<file path="src/rtl/pipe_ctrl.sv">
// Hazard/sequencing controller for a 5-stage pipeline: stage enables, flushes, forwarding, memory-wait timeout.
// Optional stall counter enabled by defining PIPE_CTRL_PERF_EN.
module pipe_ctrl #(
   parameter int unsigned MEM_WAIT_MAX = 15
) (
   input  logic        clk,
   input  logic        clrn,
   input  logic [4:0]  IDrs,
   input  logic [4:0]  IDrt,
   input  logic        IDuseRs,
   input  logic        IDuseRt,
   input  logic [4:0]  EXrs,
   input  logic [4:0]  EXrt,
   input  logic        EXwreg,
   input  logic        EXm2reg,
   input  logic [4:0]  EXwn,
   input  logic        EXbranchTaken,
   input  logic        MEMwreg,
   input  logic [4:0]  MEMwn,
   input  logic        MEMreq,
   input  logic        MEMready,
   input  logic        WBwreg,
   input  logic [4:0]  WBwn,
   output logic        pcEn,
   output logic        IFIDen,
   output logic        IDEXen,
   output logic        EXMEMen,
   output logic        MEMWBen,
   output logic        IFIDflush,
   output logic        IDEXflush,
   output logic [1:0]  fwdA,
   output logic [1:0]  fwdB,
   output logic        memErr,
   output logic [31:0] stallCnt
);

   typedef enum logic [1:0] {
      ST_RUN      = 2'd0,
      ST_MEM_WAIT = 2'd1,
      ST_HALT     = 2'd2
   } state_t;

   localparam logic [7:0] WAIT_MAX = 8'(MEM_WAIT_MAX);

   state_t     state_q, state_d, cur_state;
   logic [7:0] wait_cnt_q, wait_cnt_d;
   logic       mem_err_q, mem_err_d;
   logic       load_use;
   logic       advance;

   function automatic logic [1:0] fwd_sel(input logic [4:0] src);
      if (MEMwreg && (MEMwn != 5'd0) && (MEMwn == src))
         return 2'b10;
      else if (WBwreg && (WBwn != 5'd0) && (WBwn == src))
         return 2'b01;
      else
         return 2'b00;
   endfunction

   assign fwdA   = fwd_sel(EXrs);
   assign fwdB   = fwd_sel(EXrt);
   assign memErr = mem_err_q;

   assign load_use = EXm2reg && EXwreg && (EXwn != 5'd0) &&
                     ((IDuseRs && (EXwn == IDrs)) || (IDuseRt && (EXwn == IDrt)));

   always_comb begin
      // During the reset cycle the outputs behave as if already in RUN.
      cur_state  = clrn ? ST_RUN : state_q;
      state_d    = cur_state;
      wait_cnt_d = wait_cnt_q;
      mem_err_d  = mem_err_q;
      advance    = 1'b0;
      pcEn       = 1'b0;
      IFIDen     = 1'b0;
      IDEXen     = 1'b0;
      EXMEMen    = 1'b0;
      MEMWBen    = 1'b0;
      IFIDflush  = 1'b0;
      IDEXflush  = 1'b0;

      case (cur_state)
         ST_RUN: begin
            if (MEMreq && !MEMready) begin
               state_d    = ST_MEM_WAIT;
               wait_cnt_d = 8'd1;
            end else begin
               advance = 1'b1;
            end
         end
         ST_MEM_WAIT: begin
            if (MEMready) begin
               advance    = 1'b1;
               wait_cnt_d = 8'd0;
               state_d    = ST_RUN;
            end else if (wait_cnt_q == WAIT_MAX) begin
               mem_err_d = 1'b1;
               state_d   = ST_HALT;
            end else begin
               wait_cnt_d = wait_cnt_q + 8'd1;
            end
         end
         default: begin
            state_d = ST_HALT;
         end
      endcase

      if (advance) begin
         pcEn    = 1'b1;
         IFIDen  = 1'b1;
         IDEXen  = 1'b1;
         EXMEMen = 1'b1;
         MEMWBen = 1'b1;
         if (EXbranchTaken) begin
            IFIDflush = 1'b1;
            IDEXflush = 1'b1;
         end else if (load_use) begin
            // One bubble: hold PC and IF/ID, squash the consumer entering EX.
            pcEn      = 1'b0;
            IFIDen    = 1'b0;
            IDEXflush = 1'b1;
         end
      end
   end

   always_ff @(posedge clk) begin
      if (clrn) begin
         state_q    <= ST_RUN;
         wait_cnt_q <= 8'd0;
         mem_err_q  <= 1'b0;
      end else begin
         state_q    <= state_d;
         wait_cnt_q <= wait_cnt_d;
         mem_err_q  <= mem_err_d;
      end
   end

`ifdef PIPE_CTRL_PERF_EN
   logic [31:0] stall_cnt_q, stall_cnt_d;

   always_comb begin
      stall_cnt_d = stall_cnt_q;
      if (!pcEn && (state_q != ST_HALT) && (stall_cnt_q != 32'hFFFF_FFFF))
         stall_cnt_d = stall_cnt_q + 32'd1;
   end

   always_ff @(posedge clk) begin
      if (clrn)
         stall_cnt_q <= 32'd0;
      else
         stall_cnt_q <= stall_cnt_d;
   end

   assign stallCnt = stall_cnt_q;
`else
   assign stallCnt = 32'd0;
`endif

endmodule

</file>
<file path="config.mk">
export PLATFORM = sky130hd
export DESIGN_NAME = pipe_ctrl
export DESIGN_NICKNAME = d
export VERILOG_FILES = /design/src/rtl/pipe_ctrl.sv
export SDC_FILE = /design/constraint.sdc
export NUM_CORES = 1
export LEC_CHECK = 0
export CORE_MARGIN = 3
export CORE_UTILIZATION = 36
export CTS_BUF_LIST = sky130_fd_sc_hd__clkbuf_8
export DETAILED_ROUTE_END_ITERATION = 10
export GPL_TIMING_DRIVEN = 0
export PLACE_DENSITY = 0.82
export SYNTH_ARGS = -nofsm -noshare
export SYNTH_HDL_FRONTEND = slang
export SYNTH_SLANG_ARGS = --single-unit
export TNS_END_PERCENT = 20
</file>
<file path="constraint.sdc">
create_clock -name clk -period 2 [get_ports clk]
set_clock_uncertainty 0.1 [all_clocks]
set_input_delay 0.4 -clock clk [delete_from_list [all_inputs] [get_ports clk]]
set_output_delay 0.4 -clock clk [all_outputs]
set_load 0.01 [all_outputs]
</file>
### After elaboration in Yosys (flattened, before gate mapping)

Index checks and enable logic that the tools add are counted.
W data, S select, Z words.

| storage, ports and cells | value |
|---|---|
| bits of input ports | 46 |
| output and inout port bits | 44 |
| register bits | 11 |
| word-level logic and storage cells | 61 |

| operators by class | value |
|---|---|
| multiplexer cells | 25 |
| eq/ne operators | 10 |
| reduce and logical (&&, ||, !) cells | 21 |
| add/sub/neg operators | 1 |
| bitwise gates (word level) | 1 |

Operators by type and width:

| cell | count |
|---|---|
| $eq A5 B5 Y1 | 6 |
| $mux W8 | 3 |
| $pmux W8 S2 | 1 |
| $reduce_bool A5 Y1 | 3 |
| $mux W1 | 13 |
| $logic_and A1 B1 Y1 | 12 |
| $mux W2 | 6 |
| $add A8 B1 Y8 const B | 1 |
| $eq A8 B4 Y1 const B | 1 |
| $reduce_and A3 Y1 | 2 |
| $pmux W2 S2 | 1 |
| $ne A3 B3 Y1 const B | 1 |
| $eq A2 B1 Y1 const B | 1 |
| $logic_not A2 Y1 | 1 |
| $ne A2 B2 Y1 const B | 1 |
| $pmux W1 S2 | 1 |
| $reduce_bool A2 Y1 | 1 |
| $logic_not A1 Y1 | 1 |
| $logic_or A1 B1 Y1 | 1 |
| $not A1 Y1 | 1 |

### Logic depth before layout (Yosys ltp)

| depth | value |
|---|---|
| word-level depth | 7 |
| depth in mapped cells | 7 |
| gate-level depth less buffers | 5 |

### Least setup slack after synthesis

Ideal clock, no wire load.

| path | value |
|---|---|
| path type | in2out |
| start point | input MEMwn[3] |
| end point | output fwdA[0] |
| setup slack | -0.044 ns |
| stages | 4 |
| data arrival time | 1.544 ns |
| required time | 1.500 ns |
| cell sequence | or4_1 -> o21ai_2 -> nor4_1 -> nor4_2 |

| between the ends | value |
|---|---|
| longest elaborated chain between the ends | 4 |
| elaborated cells on any way between the ends | 5 |
| those cells by class | eq/ne (1); mux (1); reduce/logical (3) |

RTL lines:

| what | line | text |
|---|---|---|
| start: declaration | 19 | `input logic [4:0] MEMwn,` |
| $reduce_bool A5 Y1 | 52 | `if (MEMwreg && (MEMwn != 5'd0) && (MEMwn == src))` |
| $logic_and A1 B1 Y1 | 52 |  |
| $logic_and A1 B1 Y1 * | 52 |  |
| $mux W2 * | 52 |  |
| end: declaration | 31 | `output logic [1:0] fwdA,` |

Mark *: on every way between the ends. The rest lies on a longest branch, timed or not.

### Worst setup path after layout

| path | value |
|---|---|
| start point | input MEMwn[1] |
| end point | output fwdB[0] |

| between the ends | value |
|---|---|
| longest elaborated chain between the ends | 4 |
| elaborated cells on any way between the ends | 5 |
| those cells by class | eq/ne (1); mux (1); reduce/logical (3) |

RTL lines:

| what | line | text |
|---|---|---|
| $reduce_bool A5 Y1 | 52 |  |
| $logic_and A1 B1 Y1 | 52 |  |
| $logic_and A1 B1 Y1 * | 52 |  |
| $mux W2 * | 52 |  |
| end: declaration | 32 | `output logic [1:0] fwdB,` |

Marks and branches as above.

==> summary.md <==
| Metric | Value |
|---|---|
| Row count | `21` |
| Core box area | `3390 µm²` |
| Post-route ant nets | `0` |
| Largest net degree at the start of global routing | `11` |
| Number of global-route vias before repair | `1,156` |
| CTS tree | `yes` |
| Number of max-cap violations | `0` |
| Top cells by area, synth | `buf_4, dfxtp_1, xor2_1, xnor2_1, nand3_1` |
| Post-DP HPWL | `2950 µm` |
| Startpoint Class | `primary input` |
| Initial drt markers | `16` |
| Port Buf Inserts | `57` |
| CTS H-tree lvls | `1` |
| DRT Wirelength | `3780 µm` |
| YS warnings | `0` |
| Crit path DAT | `1700 ps` |
| Drt wl/cell | `12.6 µm` |
| XOR/XNOR share of the synthesized area | `20.3%` |
| CTS Buffer Depth | `2` |
| Max-slew violations | `0` |
| Mux cell area share after synthesis | `0%` |
| DR vias | `1,329` |
| Share of layout cells above drive strength 1 | `37.0%` |
| Worst-Skew Late Latency | `230 ps` |
| Crit path capture type | `output pin` |
| CTS clk-pin slew, worst paths | `50 ps` |
| P_leak | `1.04 nW` |
| Num ports | `90` |
| Global route total overflow | `0` |
| Max Fclk | `0.454 GHz` |
| Number of synthesized flops with an enable pin | `0` |
| Final nets | `302` |
| Peak supply drop | `0.000445 V` |
| First-pass GRT wire length | `5440 µm` |
| First-pass DRT Iterations | `4` |
| Most frequent cells in the layout | `buf_4, conb_1, xor2_1` |
| Hold Buf Count CTS | `0` |
| Cells after Synth | `157` |
| Post-synthesis compound-gate area fraction | `15.5%` |
| Crit-path max FO | `2` |
| Post-Synth Adder-Cell Area | `0.965%` |
| Pwr dens | `360 nW/µm²` |
| Root Driver | `clkbuf_8` |
| Largest family of logic cells by synthesized area | `simple AND/OR/NAND/NOR gates` |
| Final worst slack | `-201 ps` |
| Synth top area share | `20.8%` |
| Die Ht | `66.0 µm` |
| Post-synth ARST share | `0%` |
| Post-route DRC | `0` |
| Post-Syn Area | `1300 µm²` |
| Core Util, Final | `62.9%` |
| Final worst-path cycle share | `110%` |
| Synth Area in Simple Gates | `23.6%` |
| Ys flop type | `dfxtp_1` |
| Initial Utilization | `38.2%` |
| Status | `complete, but fails checks` |
| Critical path class | `in -> out` |
| Hold Vio Cnt, Final | `0` |
| Syn Area/Cell | `8.26 µm²` |
| CTS buffer count | `3` |
| Hold Slack | `377 ps` |
| Routability Congestion | `0.771` |
| Crit path time final | `2200 ps` |
| Area Overhead vs Synth | `64.6%` |
| # setup viols final | `7` |
| Synth unique cells | `47` |
| Required @ worst endpoint | `1500 ps` |
| Seq/Total Area, Yosys | `17.0%` |
| Failing checks | `negative setup slack` |
| Area leader, netlist | `buf_4` |
| Gr usage total | `16.0%` |
| RSZ-0062 raised after global routing | `yes` |
| Most common cell after layout, fill and taps aside | `buf_4` |
| CTS Sinks | `11` |
| Worst min path class | `reg -> reg` |
| DIE WIDTH | `66.0 µm` |
| Antenna Cells | `0` |
| Via density | `4.43` |
| Synth Register Bits | `11` |
| Antenna violations before repair | `0` |
| DIE AREA | `4360 µm²` |
## repair_timing
| action | in CTS | in global routing |
|---|---|---|
| pin swaps | 18 | 16 |
| buffers inserted | 5 | 0 |
| resized for setup | 124 | 42 |
| cloned | 0 | 0 |
| endpoints found under the setup margin | 14 | 9 |
## flip-flops by register name, summed over array words and instances (netlist names)
name,cells
state_q,2
wait_cnt_q,8
memErr,1
## cells by family (layout without fill, tap and decap cells)
kind of cell             Yosys count  count (layout)
AO/OA/AOI/OAI                     29              29
other                              1              32
flip-flops                        11              11
XOR/XNOR                          30              30
buffers and inverters             41             107
adder cells (fa/ha/maj)            1               1
AND/OR/NAND/NOR                   44              44
## synthesized netlist by cell type, types with 3 or more instances
library cell / n
xnor2_1: 8
nand3_1: 6
a21oi_1: 5
or4_1: 3
nor4_1: 4
buf_4: 36
xor2_1: 22
and3_1: 4
inv_1: 5
o21ai_0: 5
dfxtp_1: 11
nand2_1: 4
nor3_1: 6
## per-layer routing
metal,vias up,wire length [µm],GRT usage (%)
met4,0,37,4.57
met2,48,2030,30.4
met3,4,289,3.40
li1,689,-,-
met5,-,0,0
met1,588,1420,17.7
## where the power goes
| group | internal [W] | switching, W |
|---|---|---|
| registers | 0.000223 | 0.00000388 |
| clock network | 0.000135 | 0.0000815 |
| logic | 0.000174 | 0.000151 |
## final cells by class
cell class | count | area (µm²)
sequential | 11 | 221
fill | 300 | 1260
tap | 46 | 57.6
clock inverter | 1 | 3.75
clock buffer | 3 | 41.3
inverter | 5 | 18.8
multi-input combinational | 136 | 1020
buffer | 36 | 274
timing repair buffer | 62 | 494
## metrics by stage
step	std cells	TNS (ps)	area [µm²]	worst slack (ps)	total power [W]
floorplan	188	-43.8	1420	-43.8	0.000398
global placement	291	-10620	2050	-1050	0.000540
detailed placement	291	-10990	2050	-1060	0.000545
CTS	300	-1290	2120	-275	0.000752
global route	300	-1380	2130	-272	0.000808
finish	300	-878	2130	-201	0.000767
## worst max-delay path, cell delays in order
cell,delay (ps)
buf_8,100
or4_4,530
o21ai_4,210
nor4_4,90
nor4_4,200
buf_2,170
## final timing paths
path | start | to | slack (ps) | cells after the start
worst min-delay path | memErr | memErr | 380 | 2
worst min register to register | memErr | memErr | 380 | 2
worst max register to register | wait_cnt_q[0] | wait_cnt_q[1] | 340 | 5
worst max-delay path | MEMwn[1] | fwdB[0] | -200 | 6
Power figures use the tool's default switching activity.
